--- src/rtl/mem_bus_ctrl_if.sv ---
// Bus-side request/grant/response bundle for mem_bus_ctrl.
// master = snooping bus agent, slave = memory controller.
interface mem_bus_ctrl_if #(
    parameter int AWIDTH = 9,
    parameter int DWIDTH = 32
) ();
    logic              bus_req_rd;
    logic              bus_req_wb;
    logic [AWIDTH-1:0] bus_addr;
    logic [DWIDTH-1:0] bus_wdata;
    logic              bus_gnt;
    logic              bus_rvalid;
    logic [DWIDTH-1:0] bus_rdata;
    logic              wb_full;

    modport master (
        output bus_req_rd, bus_req_wb, bus_addr, bus_wdata,
        input  bus_gnt, bus_rvalid, bus_rdata, wb_full
    );

    modport slave (
        input  bus_req_rd, bus_req_wb, bus_addr, bus_wdata,
        output bus_gnt, bus_rvalid, bus_rdata, wb_full
    );
endinterface

--- src/rtl/mem_bus_ctrl.sv ---
// Memory-side bus controller: write buffer, read bypass, mem strobes.
// Optional macro WB_FWD_EN: answer reads hitting the write buffer directly.
module mem_bus_ctrl #(
    parameter int AWIDTH   = 9,
    parameter int DWIDTH   = 32,
    parameter int WB_DEPTH = 4,
    parameter int MEM_LAT  = 1
) (
    input  logic              clk,
    input  logic              reset,
    mem_bus_ctrl_if.slave     bus,
    output logic              rd_mem,
    output logic              wr_mem,
    output logic [AWIDTH-1:0] addr_mem,
    output logic [DWIDTH-1:0] mem_wdata,
    input  logic [DWIDTH-1:0] mem_rdata,
    input  logic              ready_mem
);
    localparam int PW = $clog2(WB_DEPTH);
    localparam int CW = $clog2(MEM_LAT + 1);
    localparam logic [PW:0]   FULL = (PW+1)'(WB_DEPTH);
    localparam logic [CW-1:0] LAST = CW'(MEM_LAT - 1);

    typedef enum logic [1:0] {IDLE, RD, RESP, WR} state_t;
    state_t state, state_n;

    logic [AWIDTH-1:0] wb_addr [WB_DEPTH];
    logic [DWIDTH-1:0] wb_data [WB_DEPTH];
    logic [PW-1:0]     head, tail;
    logic [PW:0]       count;
    logic              rd_pend;
    logic [AWIDTH-1:0] rd_addr;
    logic [CW-1:0]     cnt;

    logic              gnt_wb, gnt_rd, pop, last;
    logic              rd_valid, conflict, match, fwd, rd_done;
    logic [AWIDTH-1:0] rd_addr_cur;
    logic [DWIDTH-1:0] match_data;

    assign gnt_wb      = !reset && bus.bus_req_wb && !bus.wb_full;
    assign gnt_rd      = !reset && bus.bus_req_rd && !bus.bus_req_wb
                         && !rd_pend;
    assign bus.bus_gnt = gnt_wb | gnt_rd;
    assign bus.wb_full = (count == FULL);
    assign last        = (cnt == LAST);
    assign rd_done     = (state == RD) && last;
    // A read granted this cycle can start memory access at the same edge.
    assign rd_addr_cur = rd_pend ? rd_addr : bus.bus_addr;

    // Youngest matching entry wins: later iterations overwrite earlier.
    always_comb begin
        match      = 1'b0;
        match_data = '0;
        for (int k = 0; k < WB_DEPTH; k++) begin
            if ((PW+1)'(k) < count &&
                wb_addr[head + PW'(k)] == rd_addr_cur) begin
                match      = 1'b1;
                match_data = wb_data[head + PW'(k)];
            end
        end
    end

`ifdef WB_FWD_EN
    assign fwd      = gnt_rd && match;
    assign conflict = 1'b0;
`else
    assign fwd      = 1'b0;
    assign conflict = match;
`endif

    assign rd_valid = rd_pend || (gnt_rd && !fwd);

    always_comb begin
        state_n = state;
        pop     = 1'b0;
        unique case (state)
            IDLE: begin
                if (ready_mem) begin
                    if (rd_valid && !conflict)
                        state_n = RD;
                    else if (count != '0)
                        state_n = WR;
                end
            end
            RD:   if (last) state_n = RESP;
            RESP: state_n = IDLE;
            WR: begin
                if (last) begin
                    state_n = IDLE;
                    pop     = 1'b1;
                end
            end
            default: state_n = IDLE;
        endcase
    end

    always_ff @(posedge clk) begin
        if (gnt_wb) begin
            wb_addr[tail] <= bus.bus_addr;
            wb_data[tail] <= bus.bus_wdata;
        end
    end

    always_ff @(posedge clk) begin
        if (reset) begin
            state          <= IDLE;
            head           <= '0;
            tail           <= '0;
            count          <= '0;
            rd_pend        <= 1'b0;
            rd_addr        <= '0;
            cnt            <= '0;
            rd_mem         <= 1'b0;
            wr_mem         <= 1'b0;
            addr_mem       <= '0;
            mem_wdata      <= '0;
            bus.bus_rvalid <= 1'b0;
            bus.bus_rdata  <= '0;
        end else begin
            state  <= state_n;
            cnt    <= (state_n == state) ? cnt + 1'b1 : '0;
            rd_mem <= (state_n == RD);
            wr_mem <= (state_n == WR);
            if (state == IDLE && state_n == RD)
                addr_mem <= rd_addr_cur;
            if (state == IDLE && state_n == WR) begin
                addr_mem  <= wb_addr[head];
                mem_wdata <= wb_data[head];
            end
            if (gnt_wb)
                tail <= tail + 1'b1;
            if (pop)
                head <= head + 1'b1;
            if (gnt_wb && !pop)
                count <= count + 1'b1;
            else if (!gnt_wb && pop)
                count <= count - 1'b1;
            if (gnt_rd && !fwd) begin
                rd_pend <= 1'b1;
                rd_addr <= bus.bus_addr;
            end else if (rd_done) begin
                rd_pend <= 1'b0;
            end
            bus.bus_rvalid <= rd_done || fwd;
            if (rd_done)
                bus.bus_rdata <= mem_rdata;
            else if (fwd)
                bus.bus_rdata <= match_data;
        end
    end
endmodule

--- src/flat_wrapper.sv ---
// flat-port wrapper written by rule: the top's interface ports become plain ports
module mem_bus_ctrl_flat 
#(
    parameter int AWIDTH   = 9,
    parameter int DWIDTH   = 32,
    parameter int WB_DEPTH = 4,
    parameter int MEM_LAT  = 1
)
  (clk, reset, rd_mem, wr_mem, addr_mem, mem_wdata, mem_rdata, ready_mem, bus_bus_req_rd, bus_bus_req_wb, bus_bus_addr, bus_bus_wdata, bus_bus_gnt, bus_bus_rvalid, bus_bus_rdata, bus_wb_full);
  mem_bus_ctrl_if #(.AWIDTH(AWIDTH), .DWIDTH(DWIDTH)) bus_i ();
  input  logic clk;
  input  logic reset;
  output logic rd_mem;
  output logic wr_mem;
  output logic [AWIDTH-1:0] addr_mem;
  output logic [DWIDTH-1:0] mem_wdata;
  input  logic [DWIDTH-1:0] mem_rdata;
  input  logic ready_mem;
  input wire logic [$bits(bus_i.bus_req_rd)-1:0] bus_bus_req_rd;
  input wire logic [$bits(bus_i.bus_req_wb)-1:0] bus_bus_req_wb;
  input wire logic [$bits(bus_i.bus_addr)-1:0] bus_bus_addr;
  input wire logic [$bits(bus_i.bus_wdata)-1:0] bus_bus_wdata;
  output wire logic [$bits(bus_i.bus_gnt)-1:0] bus_bus_gnt;
  output wire logic [$bits(bus_i.bus_rvalid)-1:0] bus_bus_rvalid;
  output wire logic [$bits(bus_i.bus_rdata)-1:0] bus_bus_rdata;
  output wire logic [$bits(bus_i.wb_full)-1:0] bus_wb_full;
  assign bus_i.bus_req_rd = bus_bus_req_rd;
  assign bus_i.bus_req_wb = bus_bus_req_wb;
  assign bus_i.bus_addr = bus_bus_addr;
  assign bus_i.bus_wdata = bus_bus_wdata;
  assign bus_bus_gnt = bus_i.bus_gnt;
  assign bus_bus_rvalid = bus_i.bus_rvalid;
  assign bus_bus_rdata = bus_i.bus_rdata;
  assign bus_wb_full = bus_i.wb_full;
  mem_bus_ctrl #(.AWIDTH(AWIDTH), .DWIDTH(DWIDTH), .WB_DEPTH(WB_DEPTH), .MEM_LAT(MEM_LAT)) u_core (.clk(clk), .reset(reset), .bus(bus_i), .rd_mem(rd_mem), .wr_mem(wr_mem), .addr_mem(addr_mem), .mem_wdata(mem_wdata), .mem_rdata(mem_rdata), .ready_mem(ready_mem));
endmodule
--- config.mk ---
export PLATFORM = sky130hd
export DESIGN_NAME = mem_bus_ctrl_flat
export DESIGN_NICKNAME = d
export VERILOG_FILES = /design/src/rtl/mem_bus_ctrl_if.sv /design/src/rtl/mem_bus_ctrl.sv /design/src/flat_wrapper.sv
export SDC_FILE = /design/constraint.sdc
export NUM_CORES = 1
export LEC_CHECK = 0
export CORE_ASPECT_RATIO = 0.9
export CORE_MARGIN = 1.5
export CORE_UTILIZATION = 59
export CTS_BUF_LIST = sky130_fd_sc_hd__clkbuf_16
export DETAILED_ROUTE_END_ITERATION = 12
export PLACE_DENSITY_LB_ADDON = 0.1
export SYNTH_ARGS = -nofsm -noshare
export SYNTH_HDL_FRONTEND = slang
export SYNTH_SLANG_ARGS = --single-unit
--- constraint.sdc ---
create_clock -name clk -period 6.15 [get_ports clk]
set_clock_uncertainty 0.15 [all_clocks]
set_input_delay 1.23 -clock clk [delete_from_list [all_inputs] [get_ports clk]]
set_output_delay 1.23 -clock clk [all_outputs]
set_load 0.005 [all_outputs]
==> results of run 1 <==
[state kept, by name (all words and copies together), names as in the netlist, 2 cells and up, named ones only]
name,count
u_core.head,2
u_core.mem_wdata,32
u_core.addr_mem,9
u_core.rd_addr,9
u_core.state,2
u_core.tail,2
u_core.wb_data,128
u_core.count,3
u_core.wb_addr,36
u_core.bus.bus_rdata,32
[logic make-up (layout without fill, tap and decap cells)]
group	Yosys count	after routing	synth area share, %
multiplexers	110	110	17.9
AND/OR/NAND/NOR	217	217	9.58
buffers and inverters	58	220	3.05
flip-flops	262	262	60.6
XOR/XNOR	42	42	3.24
adder cells (fa/ha/maj)	9	9	0.992
AO/OA/AOI/OAI	86	86	4.59
[cells in the mapped netlist (2+ instances only)]
library cell and instances:
nor4_1 15, a21oi_1 49, nand3_1 9, ha_1 9, or3_1 2, clkbuf_1 32, inv_1 5, nand2b_1 67
o22ai_1 9, nand2_1 88, mux4_2 67, and2_1 5, mux2i_4 5, dfxtp_1 98, nor3b_1 2, mux2i_2 4
a211oi_1 18, buf_12 2, xor2_1 16, buf_2 5, buf_6 12, mux2i_1 33, a21o_1 2, nor2_1 17
nor2b_1 3, edfxtp_1 164, o21ai_0 2, xnor2_1 26, nor3_1 3, nand4_1 3
[worst paths after layout]
kind	start	endpoint	slack, ns	cells past startpoint
max	bus_bus_req_wb	bus_bus_gnt	1.68	5
min	u_core.bus.bus_rdata[8]	u_core.bus.bus_rdata[8]	0.30	2
max reg2reg	u_core.head[1]	u_core.mem_wdata[18]	1.89	8
min reg2reg	u_core.bus.bus_rdata[8]	u_core.bus.bus_rdata[8]	0.30	2
[through the flow]
step                      instances  cell area (um^2)  hold slack, ns
after CTS                      1191             13800           0.307
after global routing           1191             13800           0.322
after detailed placement       1143             13000           0.299
final                          1191             13800           0.303
after global placement         1143             13000           0.291
after floorplan                 784             11400           0.296
[placed cells by master, fill, tap and decap left out, types with 17 or more instances in the layout]
master / instances
a211oi_1: 18
clkdlybuf4s50_1: 154
dfxtp_1: 96
edfxtp_1: 164
nor2_1: 17
mux2i_1: 33
nand2_1: 88
clkbuf_16: 26
a21oi_1: 49
nand2b_1: 67
mux4_2: 67
xnor2_1: 26
[critical path, stage by stage]
cell and delay [ns]:
clkdlybuf4s50_1 0.41, nand2b_1 0.20, or3_1 0.56, nand2b_1 0.16
clkdlybuf4s50_1 0.53
[layout make-up]
cell class	count	area [um^2]
flip-flops and latches	262	6890
fillers	1177	4840
multi-input cells	464	4140
repair buffers	166	1630
clock buffers	26	651
well taps	245	307
clock inverters	22	154
inverters	6	22.5
[layer usage]
layer | routed length (um) | track usage, % | vias up | share of wire, %
met1 | 9940 | 32.8 | 3562 | 40
met3 | 1330 | 4.49 | 51 | 5.3
li1 | - | - | 3224 | -
met2 | 13100 | 44.2 | 246 | 52
met4 | 722 | 8.09 | 0 | 2.9
met5 | 0 | 0 | - | 0
[power groups by stage]
stage,Combinational (uW),Clock (uW),Sequential (uW)
after floorplan,272,0,2030
after global placement,461,0,2040
after detailed placement,475,0,2050
after CTS,479,1510,2020
after global routing,516,1580,2030
final,478,1480,2020
==> summary.txt, run 1 <==
Die
  – I/O pins: 156
  – Die area: 0.0201 mm^2
  – Placeable Area: 0.0186 mm^2
  – Row cnt: 47
  – Die W: 149 um
  – Initial Util: 60.9%
  – Die Y-Extent: 135 um

Routing
  – Vias: 7,083
  – Via-to-Cell Ratio: 5.95
  – Antenna viol nets, final: 0
  – Avg WL per Cell: 21.1 um
  – Total Routed Length: 25.1 mm
  – DRC: 0
  – Initial DRT Pass Iterations: 5
  – Initial DRC Count: 497

Flow run
  – Max Cap Viol: 0

Logic synthesis
  – Largest cells by area after synthesis: edfxtp_1 43%, dfxtp_1 17%, mux4_2 13%
  – Main synth FF type: edfxtp_1
  – Register area share after synthesis: 60.6%
  – Mean Syn Cell Area: 14.5 um^2
  – Dominant cell type by area after synthesis: edfxtp_1
  – Synthesized Nets: 871
  – Mapped cell area: 0.0114 mm^2
  – Yosys top cell area share: 43.4%
  – Post-synth EDFFs: 164
  – Distinct cells, synth: 42
  – FF+latch count, synth: 262
  – Mapped Cells: 784
  – Yosys Warn Count: 0
  – Async set-reset flop share out of synthesis: 0%

Finish
  – P&R area growth vs syn: 21.5%
  – # diodes: 0
  – Final #Nets: 1,013
  – Final core occ: 74.0%
  – Share of cells above drive strength 1: 14.2%

Clocking
  – H-tree depth: 1
  – TritonCTS clock tree: done
  – Worst skew pair latency: 0.53 ns
  – Sinks on Clock Net: 262
  – Setup Buffers After CTS: 0
  – Worst-path clk slew: 0.06 ns
  – CTS resizes: 0
  – Total clock buffers created by CTS: 26
  – Hold_buf cts: 0
  – Root Buffer: clkbuf_16
  – Clock Tree Buf Depth: 3

Run status
  – Outcome: finished clean

Pwr
  – Register share of total power: 50.7%
  – P per Cell Area: 288 mW/mm^2
  – Sw frac: 23.2%
  – Final Total Pwr: 3970 uW
  – Switching pwr: 921 uW
  – Peak VDD IR: 0.265 mV
  – Comb power frac: 12.0%
  – P_leak: 0.00464 uW
  – Pint: 3050 uW
  – Clock power frac: 37.2%

GRT
  – First-pass GRT wire length: 39.2 mm
  – Total Routing Usage GR: 25.5%
  – Total gr overflow: 0
  – Vias in the first global route: 7,281
  – Largest net degree at the start of global routing: 73
  – Antenna violations before repair: 0

Timing
  – Achievable Freq: 0.224 GHz
  – Fin crit period: 4.47 ns
  – Slack of the critical path: 1.68 ns
  – Worst slew margin: 19.3%
  – Final hold viol count: 0
  – Final Cycle Share: 72.6%
  – Slew @ Worst Pin: 1.21 ns
  – Final Max Tran Viols: 0
  – RSZ-0062 raised after global routing: false
  – Final setup fails: 0
  – TNS Setup: 0 ns

Placement
  – Final HPWL DP: 15.9 mm
  – Dpl ws: 1.57 ns
  – Port Buffers: 155
  – Gpl congestion: 0.953

Min path
  – Hold Path Class: register to register

Worst setup path
  – Worst EP required: 4.77 ns
  – Worst setup SP type: input port
  – Arr. time, crit path: 3.09 ns
  – CP max FO: 10
  – Critical Path End Type: primary output
  – CP Class: input port to primary output
Power figures use the tool's default switching activity.
==> run 2, diff against run 1 <==
CORE_UTILIZATION = 55   (was 59)
clock period = 4.2 ns   (was 6.15 ns; I/O delays follow)
==> summary.txt, run 2 (synthesized netlist as in run 1, its figures left out) <==
Timing
  – RSZ-0062 raised after global routing: false
  – Final hold viol count: 0 (unchanged)
  – Fin crit period: 3.75 ns
  – Final setup fails: 0 (unchanged)
  – Final Max Tran Viols: 0 (unchanged)
  – TNS Setup: 0 ns (unchanged)
  – Worst slew margin: 24.6% (+5.3 points)
  – Slew @ Worst Pin: 1.13 ns (-0.0799 ns)
  – Final Cycle Share: 89.2%
  – Hold_ws: 0.303 ns (-0.000401 ns)
  – Achievable Freq: 0.267 GHz

Min path
  – Hold Path Class: register to register
  – Min-delay src: u_core.bus.bus_rdata[7]
  – Hold Path Stages: 2 (unchanged)
  – WHS Endpoint: u_core.bus.bus_rdata[7]

Worst setup path
  – Critical path cell sequence: inv_1, ha_1, and2_1, nor2b_1, nor2b_1, nand2b_1, clkdlybuf4s50_1
  – Largest stage delay, worst path: 0.50 ns (-0.06 ns)
  – Arr. time, crit path: 2.76 ns (-0.33 ns)
  – CP max FO: 6 (-4)
  – Critical Path End Type: primary output
  – CP top delay family: simple AND/OR/NAND/NOR gates
  – Worst EP required: 3.21 ns (-1.56 ns)
  – Crit-path most repeated cell: nor2b_1
  – RR Startpoint: u_core.rd_pend
  – Critical path's slowest cell: clkdlybuf4s50_1
  – CP Class: register to primary output
  – R2R cell count: 7 (-1)
  – Buffers and inverters on the worst path: 2 (unchanged)
  – RR Endpoint: u_core.wr_mem
  – Worst setup SP type: register
  – Reg2Reg Setup Slack: 0.62 ns (-1.27 ns)

Routing
  – Initial DRC Count: 455 (-8.5%)
  – Antenna viol nets, final: 0 (unchanged)
  – Avg WL per Cell: 20.5 um (-2.7%)
  – DRC: 0 (unchanged)
  – Vias: 7,042 (-0.58%)
  – Via-to-Cell Ratio: 5.82 (-2.1%)
  – Total Routed Length: 24.8 mm (-1.2%)
  – Initial DRT Pass Iterations: 5 (unchanged)

Run status
  – Outcome: finished clean

GRT
  – Largest net degree at the start of global routing: 90 (+23%)
  – First-pass GRT wire length: 39.3 mm (+0.32%)
  – Antenna violations before repair: 1 (+1)
  – Total Routing Usage GR: 23.5% (-1.9 points)
  – Vias in the first global route: 7,402 (+1.7%)
  – Total gr overflow: 0 (unchanged)

Placement
  – Final HPWL DP: 15.4 mm (-3.4%)
  – Gpl congestion: 0.889 (-6.7%)
  – Port Buffers: 155 (unchanged)

Finish
  – Most frequent cells in the layout: 164 x edfxtp_1, 154 x clkdlybuf4s50_1, 96 x dfxtp_1
  – Register area: 0.00689 mm^2 (unchanged)
  – Share of cells above drive strength 1: 15.0% (+0.82 points)
  – Number of fill cells in the layout: 1,381 (+17%)
  – Top Registers: u_core.wb_data: 128 flops, u_core.wb_addr: 36 flops
  – P&R area growth vs syn: 23.4%
  – Most common cell after layout, fill and taps aside: edfxtp_1
  – Largest reg by FF count: u_core.wb_data
  – Max reg flops: 128 (unchanged)
  – Final #Nets: 1,019 (+0.59%)
  – # diodes: 0 (unchanged)
  – Multi-input logic area: 0.00415 mm^2 (+0.12%)

Clocking
  – H-tree depth: 1 (unchanged)
  – Total clock buffers created by CTS: 28 (+7.7%)
  – Sinks on Clock Net: 262 (unchanged)
  – Worst-path clk slew: 0.06 ns (about the same)
  – Setup Buffers After CTS: 0 (unchanged)
  – Root Buffer: clkbuf_16
  – CTS resizes: 0 (unchanged)
  – TritonCTS clock tree: done
  – Worst skew pair latency: 0.53 ns (about the same)
  – Hold_buf cts: 0 (unchanged)
  – Clock Tree Buf Depth: 3 (unchanged)

Die
  – Die area: 0.0215 mm^2 (+7.1%)
  – Die W: 154 um (+3.5%)
  – Placeable Area: 0.0201 mm^2 (+7.9%)
  – Initial Util: 56.5% (-4.4 points)
  – Die Y-Extent: 139 um (+3.5%)
  – Row cnt: 49 (+4.3%)
  – I/O pins: 156 (unchanged)

Pwr
  – P per Cell Area: 432 mW/mm^2 (+50%)
  – Peak VDD IR: 0.376 mV (+42%)
  – P_leak: 0.00472 uW (+1.6%)

Flow run
  – Max Cap Viol: 0 (unchanged)
[run 2: worst max path at each step]
stage,start,to,depth (start not counted)
3_5_place_dp,bus_bus_addr[3],u_core.mem_wdata[16],8
3_3_place_gp,bus_bus_addr[6],u_core.wr_mem,8
6_report,u_core.count[0],bus_bus_gnt,7
4_1_cts,u_core.count[0],bus_bus_gnt,7
2_1_floorplan,u_core.count[0],u_core.wb_addr[0][0],6
5_1_grt,u_core.count[0],bus_bus_gnt,7
[run 2: through the flow]
| stage | std cells | cell area (um^2) | setup WS (ns) | power [uW] | util, % |
|---|---|---|---|---|---|
| global placement | 1157 | 13100 | 0.560 | 3680 | 65.2 |
| CTS | 1209 | 14000 | 0.451 | 6090 | 69.7 |
| finish | 1209 | 14000 | 0.454 | 6060 | 69.7 |
| global route | 1209 | 14000 | 0.241 | 6270 | 69.7 |
| detailed placement | 1157 | 13100 | 0.468 | 3710 | 65.2 |
| floorplan | 784 | 11400 | 1.26 | 3380 | - |
[run 2: area by class of cell]
| type | count | share of cell area, % |
|---|---|---|
| sequential | 262 | 49.2 |
| multi-input combinational | 464 | 29.6 |
| timing repair buffer | 170 | 12.4 |
| clock buffer | 29 | 5.18 |
| tap | 255 | 2.28 |
| clock inverter | 23 | 1.27 |
| inverter | 6 | 0.161 |
[run 2: tightest hold or removal path, stage by stage (launching register included)]
cell	delay, ns
dfxtp_1	0.31
nand2_1	0.05
a21oi_1	0.05
[run 2: layer usage]
layer  wire [um]  track usage (%)
met5          13                0
met2       12700             40.8
met4         538             6.48
met3        1630             5.14
met1        9960             30.0
[run 2: power breakdown]
group	switching (uW)	internal, uW	leakage (uW)
registers	87.2	2860	0.00229
logic	340	373	0.00196
clock network	971	1420	0.000471
